### src/rtl/mem_access_stage.sv
// mem_access_stage
//   Memory-access stage of the 5-stage RV32I pipeline. It latches the EX-stage
//   result and control into the M register and drives the data-memory bus
//   using a req/ready handshake for requests and rvalid for load data. It
//   aligns and extends load data, then registers the write-back outputs.
//   It also feeds M-stage forwarding and load-use information back to decode.
//   While an access is outstanding, it stalls the upstream stages.
//
// Ports
//   clock, reset                  rising-edge clock, synchronous active-high reset
//   ex_*                          instruction/control/data arriving from EX
//   mem_stall                     freeze PC/IF/ID/EX this cycle
//   regEN_MEM, destReg_MEM,
//   Forwarded_Data_MEM1           M-stage forwarding information
//   Memory_Read_EN                M stage holds a valid load (load-use detect)
//   dmem_req/we/addr/wdata/be     data-memory request side (zero when idle)
//   dmem_ready/rvalid/rdata       data-memory acceptance and load response
//   regEN_WB, destReg_WB,
//   writeBackData, misalign_err   registered write-back stage outputs
module mem_access_stage #(
  parameter int DataWidth    = 32,
  parameter int RegAddrWidth = 5
) (
  input  logic                    clock,
  input  logic                    reset,
  input  logic                    ex_valid,
  input  logic [DataWidth-1:0]    ex_alu_result,
  input  logic [DataWidth-1:0]    ex_store_data,
  input  logic [2:0]              ex_function3,
  input  logic                    ex_memRead,
  input  logic                    ex_memWrite,
  input  logic                    ex_memtoReg,
  input  logic                    ex_regWriteEn,
  input  logic [RegAddrWidth-1:0] ex_destReg,
  output logic                    mem_stall,
  output logic                    regEN_MEM,
  output logic [RegAddrWidth-1:0] destReg_MEM,
  output logic [DataWidth-1:0]    Forwarded_Data_MEM1,
  output logic                    Memory_Read_EN,
  output logic                    dmem_req,
  output logic                    dmem_we,
  output logic [DataWidth-1:0]    dmem_addr,
  output logic [DataWidth-1:0]    dmem_wdata,
  output logic [3:0]              dmem_be,
  input  logic                    dmem_ready,
  input  logic                    dmem_rvalid,
  input  logic [DataWidth-1:0]    dmem_rdata,
  output logic                    regEN_WB,
  output logic [RegAddrWidth-1:0] destReg_WB,
  output logic [DataWidth-1:0]    writeBackData,
  output logic                    misalign_err
);

  typedef enum logic {
    IDLE     = 1'b0,
    WAIT_RSP = 1'b1
  } state_t;

  state_t state_reg, state_next;

  // M pipeline register
  logic                    m_valid_reg;
  logic [DataWidth-1:0]    m_alu_result_reg;
  logic [DataWidth-1:0]    m_store_data_reg;
  logic [2:0]              m_function3_reg;
  logic                    m_mem_read_reg;
  logic                    m_mem_write_reg;
  logic                    m_memto_reg_reg;
  logic                    m_reg_write_en_reg;
  logic [RegAddrWidth-1:0] m_dest_reg_reg;

  logic                    memop;
  logic                    bad;
  logic                    complete;
  logic [DataWidth-1:0]    load_lane;
  logic [DataWidth-1:0]    load_value;

  always_ff @(posedge clock) begin
    if (reset) begin
      m_valid_reg        <= 1'b0;
      m_alu_result_reg   <= '0;
      m_store_data_reg   <= '0;
      m_function3_reg    <= 3'b000;
      m_mem_read_reg     <= 1'b0;
      m_mem_write_reg    <= 1'b0;
      m_memto_reg_reg    <= 1'b0;
      m_reg_write_en_reg <= 1'b0;
      m_dest_reg_reg     <= '0;
    end else if (!mem_stall) begin
      m_valid_reg        <= ex_valid;
      m_alu_result_reg   <= ex_alu_result;
      m_store_data_reg   <= ex_store_data;
      m_function3_reg    <= ex_function3;
      m_mem_read_reg     <= ex_memRead;
      m_mem_write_reg    <= ex_memWrite;
      m_memto_reg_reg    <= ex_memtoReg;
      m_reg_write_en_reg <= ex_regWriteEn;
      m_dest_reg_reg     <= ex_destReg;
    end
  end

  // Access legality: halfword needs addr[0]=0, word needs addr[1:0]=0.
  // A store is decoded as a store even if memRead is also set, because the
  // bus write-enable follows memWrite.
  always_comb begin
    logic is_half;
    logic is_word;
    logic misaligned;
    logic illegal_load;
    logic illegal_store;
    is_half       = (m_function3_reg[1:0] == 2'b01);
    is_word       = (m_function3_reg[1:0] == 2'b10);
    misaligned    = (is_half & m_alu_result_reg[0]) |
                    (is_word & (m_alu_result_reg[1:0] != 2'b00));
    illegal_load  = (m_function3_reg == 3'b011) | (m_function3_reg[2:1] == 2'b11);
    illegal_store = m_function3_reg[2] | (m_function3_reg[1:0] == 2'b11);
    memop         = m_valid_reg & (m_mem_read_reg | m_mem_write_reg);
    bad           = memop & (misaligned |
                             (m_mem_write_reg ? illegal_store : illegal_load));
  end

  // FSM next state, bus request and completion
  always_comb begin
    state_next = state_reg;
    dmem_req   = 1'b0;
    complete   = 1'b0;
    case (state_reg)
      IDLE: begin
        dmem_req = memop & !bad;
        if (dmem_req && dmem_ready) begin
          if (m_mem_write_reg) begin
            complete = 1'b1;
          end else begin
            state_next = WAIT_RSP;
          end
        end
      end
      WAIT_RSP: begin
        if (dmem_rvalid) begin
          complete   = 1'b1;
          state_next = IDLE;
        end
      end
      default: state_next = IDLE;
    endcase
  end

  always_ff @(posedge clock) begin
    if (reset) begin
      state_reg <= IDLE;
    end else begin
      state_reg <= state_next;
    end
  end

  assign mem_stall = memop & !bad & !complete;

  // Bus outputs are forced to zero whenever no request is presented
  always_comb begin
    dmem_we    = 1'b0;
    dmem_addr  = '0;
    dmem_wdata = '0;
    dmem_be    = 4'b0000;
    if (dmem_req) begin
      dmem_we   = m_mem_write_reg;
      dmem_addr = {m_alu_result_reg[DataWidth-1:2], 2'b00};
      if (m_mem_write_reg) begin
        case (m_function3_reg[1:0])
          2'b00: begin
            dmem_be    = 4'b0001 << m_alu_result_reg[1:0];
            dmem_wdata = {4{m_store_data_reg[7:0]}};
          end
          2'b01: begin
            dmem_be    = 4'b0011 << {m_alu_result_reg[1], 1'b0};
            dmem_wdata = {2{m_store_data_reg[15:0]}};
          end
          default: begin
            dmem_be    = 4'hF;
            dmem_wdata = m_store_data_reg;
          end
        endcase
      end else begin
        dmem_be = 4'hF;
      end
    end
  end

  // Load alignment: bring the addressed lane down to bit 0, then extend
  assign load_lane = dmem_rdata >> {m_alu_result_reg[1:0], 3'b000};

  always_comb begin
    case (m_function3_reg)
      3'b000:  load_value = {{24{load_lane[7]}}, load_lane[7:0]};
      3'b001:  load_value = {{16{load_lane[15]}}, load_lane[15:0]};
      3'b100:  load_value = {24'h000000, load_lane[7:0]};
      3'b101:  load_value = {16'h0000, load_lane[15:0]};
      default: load_value = dmem_rdata;
    endcase
  end

  // WB register: retire when M is valid and not stalled, otherwise bubble
  always_ff @(posedge clock) begin
    if (reset) begin
      regEN_WB      <= 1'b0;
      destReg_WB    <= '0;
      writeBackData <= '0;
      misalign_err  <= 1'b0;
    end else if (m_valid_reg && !mem_stall) begin
      regEN_WB      <= m_reg_write_en_reg & !bad;
      destReg_WB    <= m_dest_reg_reg;
      writeBackData <= m_memto_reg_reg ? load_value : m_alu_result_reg;
      misalign_err  <= bad;
    end else begin
      regEN_WB      <= 1'b0;
      misalign_err  <= 1'b0;
    end
  end

  assign regEN_MEM           = m_valid_reg & m_reg_write_en_reg;
  assign destReg_MEM         = m_dest_reg_reg;
  assign Forwarded_Data_MEM1 = m_alu_result_reg;
  assign Memory_Read_EN      = m_valid_reg & m_mem_read_reg;

endmodule

### config.mk
export PLATFORM = sky130hd
export DESIGN_NAME = mem_access_stage
export DESIGN_NICKNAME = d
export VERILOG_FILES = /design/src/rtl/mem_access_stage.sv
export SDC_FILE = /design/constraint.sdc
export NUM_CORES = 1
export LEC_CHECK = 0
export ABC_CLOCK_PERIOD_IN_PS = 3200
export CAP_MARGIN = 20
export CORE_ASPECT_RATIO = 0.9
export CORE_MARGIN = 5
export CORE_UTILIZATION = 47
export CTS_BUF_LIST = sky130_fd_sc_hd__clkbuf_4 sky130_fd_sc_hd__clkbuf_8
export DETAILED_ROUTE_END_ITERATION = 10
export GPL_ROUTABILITY_DRIVEN = 0
export PLACE_DENSITY = 0.89
export SETUP_SLACK_MARGIN = 0.05
export SLEW_MARGIN = 20
export SYNTH_ARGS = -nofsm -noshare
export SYNTH_HDL_FRONTEND = slang
export SYNTH_SLANG_ARGS = --single-unit
### constraint.sdc
create_clock -name clock -period 3.2 [get_ports clock]
set_input_delay 0.48 -clock clock [delete_from_list [all_inputs] [get_ports clock]]
set_output_delay 0.48 -clock clock [all_outputs]
set_load 0.01 [all_outputs]
Yosys cells after proc, flatten, opt, wreduce, memory -nomap -nowiden

Cells that the tools add are included.

Eq/ne operators: 8
Divide/modulo/power cells: 0
Order comparisons: 0
Reduce and logical (&&, ||, !) cells: 9
Multiplexer cells: 20
Add/subtract/negate cells: 0
Bitwise gates (word level): 16
Multipliers: 0
Shift-type cells: 3

Operators by type and width:

| operator                                                           | count |
|---|---|
| 32-bit 2-to-1 mux                                                  | 4 |
| 32-bit one-hot mux with 4 select lines                             | 1 |
| 32-bit one-hot mux with 2 select lines                             | 1 |
| 32-bit by 5-bit >> shifter with 16-bit output                      | 1 |
| 1-bit bitwise AND                                                  | 9 |
| 1-bit 2-to-1 mux                                                   | 9 |
| 4-bit 2-to-1 mux                                                   | 2 |
| 4-bit one-hot mux with 2 select lines                              | 1 |
| 2-bit == test (second input constant)                              | 3 |
| 3-bit == test (second input constant)                              | 2 |
| 1-bit bitwise OR                                                   | 5 |
| 1-bit one-hot mux with 2 select lines                              | 2 |
| 1-bit by 2-bit left shift with 4-bit output (first input constant) | 1 |
| 2-bit by 2-bit left shift with 4-bit output (first input constant) | 1 |
| 3-bit by 1-bit == test with 1-bit output (second input constant)   | 1 |
| 3-bit by 2-bit == test with 1-bit output (second input constant)   | 1 |
| 1-bit zero test                                                    | 3 |
| 3-bit zero test                                                    | 1 |
| 2-bit by 1-bit == test with 1-bit output (second input constant)   | 1 |
| 1-bit logical AND                                                  | 2 |
| 2-bit zero test                                                    | 1 |
| 1-bit NOT                                                          | 2 |
| 2-bit nonzero test                                                 | 1 |
| 2-bit OR reduction                                                 | 1 |

Logic and storage cells: 70
Latch bits: 0
Output and inout port bits: 149
Memory bits (read-only): 0
Input bits: 113
Register bits after elaboration: 117
Memories: 0
RAM bits: 0

Longest topological paths before layout

Depth after elaboration: 16
Gate-level depth with buffers: 10
Mapped depth without buffers: 6

Worst setup path before layout

No wires, ideal clock.

Kind: register to output
Start: reg m_alu_result_reg[0] (netlist: Forwarded_Data_MEM1[0])
End: out dmem_wdata[12]
Buffers on the path: 3
Cell stages (with the launch flop): 8
Required time: 2.720 ns
Arrival time: 1.809 ns
Setup slack: 0.911 ns
Cells stage by stage: dfxtp_1 -> buf_6 -> nor4_4 -> o21ai_0 -> or3b_1 -> buf_2 -> buf_6 -> a21oi_1

Longest elaborated chain between the ends: 9
Elaborated cells between the ends (all ways): 10
Those cells by class: mux (2); bitwise (6); reduce/logical (2)

Ends and longest elaborated chain:

| item                   | RTL line | RTL |
|---|---|---|
| start, declared        | 63       | `logic [DataWidth-1:0] m_alu_result_reg;` |
| start signal, assigned | 91       | `m_alu_result_reg <= ex_alu_result;` |
| 2-bit nonzero test     | 114      | `(is_word & (m_alu_result_reg[1:0] != 2'b00));` |
| 1-bit bitwise AND      | 114      |  |
| 1-bit bitwise OR *     | 113      | `misaligned = (is_half & m_alu_result_reg[0]) \|` |
| 1-bit bitwise OR *     | 118      | `bad = memop & (misaligned \|` |
| 1-bit bitwise AND *    | 118      |  |
| 1-bit zero test *      | 129      | `dmem_req = memop & !bad;` |
| 1-bit bitwise AND *    | 129      |  |
| 1-bit 2-to-1 mux *     | 127      | `case (state_reg)` |
| 32-bit 2-to-1 mux *    | 164      | `if (dmem_req) begin` |
| end, declared          | 43       | `output logic [DataWidth-1:0] dmem_wdata,` |

Every way passes the cells marked *; elsewhere a longest branch is shown, timed or not.

Final worst setup path

Start: reg m_alu_result_reg[0] (netlist: Forwarded_Data_MEM1[0])
End: out dmem_wdata[2]

The elaborated chain is that of the path after synthesis.

==> out/results.ini <==
[run_status]
status=complete, no violations

[critical_path]
rr_worst_depth=9
cp_num_buf_inv=2
cp.required_ns=2.72
r2r_slack_ns=0.53
crit_end=dmem_wdata[2]
path_cells=nor4_4, o21ai_4, or3b_4, inv_4, and2_1, clkdlybuf4s50_1
slowest_stage=clkdlybuf4s50_1
reg2reg_from=Forwarded_Data_MEM1[0]
crit_type=flip-flop to output port
worst_setup_path_end_kind=output port
startpoint=Forwarded_Data_MEM1[0]
critical_path_depth=6
worstPathArrival_ns=2.62
cp_top_family=simple AND/OR/NAND/NOR gates
timing.rr.end=Forwarded_Data_MEM1[28]
start_kind=flip-flop
cp_max_fo=9
slowest_delay_ns=0.53

[detailed_routing]
post_drt_wl_per_cell_um=18.3
ant_nets=0
via_count=6612
drt-total-wl_mm=22.2
post_drt_via_cell_ratio=5.45
drt_pass1_iterations=5
drt_iter0_markers=691
drc_errors=0

[synth]
synth_edf_count=0
synth_cell_types=48
synth.ff_latch_count=117
async_flop_share=0
synth_sequential_area_ratio=0.389
synth_top_cell_by_area=dfxtp_1
synthTopCellsByArea=dfxtp_1 (39%), nand2_1 (13%), a21oi_1 (12%)
ys.flop_type=dfxtp_1
syn_inst=813
yosysTopAreaCellShare=0.389
avgSynthCellArea_um2=7.41
syn_area_um2=6020
synthTopCellsByCount=nand2_1 (210), a21oi_1 (150), dfxtp_1 (117)
synth_most_common_cell=nand2_1
yosys_warnings=0

[clock_network]
clock_sinks=117
cts.path.max_buffers=2
root_buffer=clkbuf_8
cts_max_level=4
clkLatencyLatePin_ns=0.43
cts_made_buffers=17
clkTransAtPathRegs_ns=0.07
cts_tree=built

[timing]
max_freq_mhz=322
tns_ns=0
slew_violations=0
hold_viol=0
fin_crit_sh=0.970
worst_slew_pin_slew_ns=0.823
fin_skew_ns=0.0110
slew_headroom=0.451
setup-violations-final=0
post-route-min-period_ns=3.10

[power_and_ir_drop]
ir_worst_vdd_v=0.000505
leakagePower_nw=3.34
p_per_area_nw_per_um2=425

[cells_and_area]
utilization=0.717
area_growth_syn_to_layout_pct=50.4
num-nets-final=1150
final_layout_size_suffix_gt1_frac=0.0772
finalNonFillerCells=1213
antenna_cells=0

[place]
place.detailed.hpwl_mm=15.6
io_buffers=259
dp.cells=1177

[floorplanning]
rows=39
initial_core_util=0.477
io_pins=262
die_area_um2=15200
design.core.area_um2=12600
die_h_um=117
fp.dieW_um=129

[hold_path]
hold_class=flip-flop to flip-flop
min_delay_path_depth=2

[global_route]
grt_pass1_wl_mm=33.4
grt_overflow_total=0
antenna_found_initial=1
grt_max_degree=90
grt_pass1_vias=6107
grt_use_total=0.277

[flow_run]
max_cap_viol_count=0

==> how the worst min path moves through the flow <==
stage	startpoint	to	slack [ns]
2_1_floorplan	m_store_data_reg[16]	m_store_data_reg[16]	0.43
3_3_place_gp	m_store_data_reg[17]	m_store_data_reg[17]	0.44
3_5_place_dp	writeBackData[7]	writeBackData[7]	0.44
4_1_cts	reset	m_store_data_reg[30]	0.44
5_1_grt	reset	m_store_data_reg[30]	0.46
6_report	writeBackData[7]	writeBackData[7]	0.45
==> routing by layer <==
layer	global-route usage	vias up	part of all wire	wire, um
met5	0	-	0.00059	13
met4	0.100	2	0.031	682
met1	0.383	3037	0.43	9530
li1	-	3224	-	-
met2	0.408	302	0.45	9950
met3	0.0836	47	0.090	1990
==> where the power goes <==
group          internal [mW]  total [mW]  switching (mW)
logic                  0.424       0.847           0.424
registers               1.55        1.65          0.0961
clock network          0.719        1.36           0.641
total                   2.69        3.86            1.16
==> layout by cell type (no fill, tap or decap), types with 2 or more instances in the layout <==
cell,instances
dfxtp_1,112
clkinv_2,2
o21ai_0,17
and3b_1,2
a22oi_1,7
bufinv_16,2
dfxtp_2,5
or3b_4,3
a311oi_1,2
clkdlybuf4s50_1,258
clkbuf_8,18
a311o_1,16
mux2i_1,24
a31o_2,7
o2111ai_1,2
a2111oi_0,7
clkinvlp_4,3
a211oi_1,16
and2_1,43
o21ai_4,2
o22a_1,7
nand2b_1,11
a21oi_1,150
buf_4,20
clkinv_4,3
nor2b_1,10
nand3_1,6
nor2_1,54
nand2_1,210
conb_1,2
inv_6,4
==> area by class of cell <==
cell class | count | area (um^2)
inverters | 5 | 22.5
clock buffers | 18 | 248
repair buffers | 279 | 2750
fillers | 990 | 3580
well taps | 164 | 205
flip-flops and latches | 117 | 2350
multi-input cells | 617 | 3340
clock inverters | 13 | 149
==> cells by family after synthesis <==
family | synth area share
flops | 0.389
xor+xnor | 0.00145
compound gates | 0.246
other cells | 0.000622
simple gates | 0.251
mux | 0.0424
buf+inv | 0.0698
==> repair_timing <==
item / in CTS / in global routing
resized for setup: 7 / 5
pin swaps: 3 / 3
setup endpoints to repair: 33 / 16
hold buffers: 0 / 0
gates cloned: 2 / 0
buffers inserted: 2 / 1
==> tightest hold or removal path, delay by kind of cell, from the launching register on <==
kind / cells / cell delay (ns)
compound gates: 1 / 0.05
flops: 1 / 0.31
simple gates: 1 / 0.05
==> metrics by stage <==
stage               power (mW)  worst slack, ns  cell area (um^2)  hold slack, ns
floorplan                 2.08            0.911              6030           0.432
global placement          2.48            0.177              8580           0.440
detailed placement        2.49           0.0547              8580           0.445
CTS                       3.86           0.0711              9030           0.445
global route              4.02          -0.0213              9060           0.460
finish                    3.86           0.0955              9060           0.451
Power figures use the tool's default switching activity.
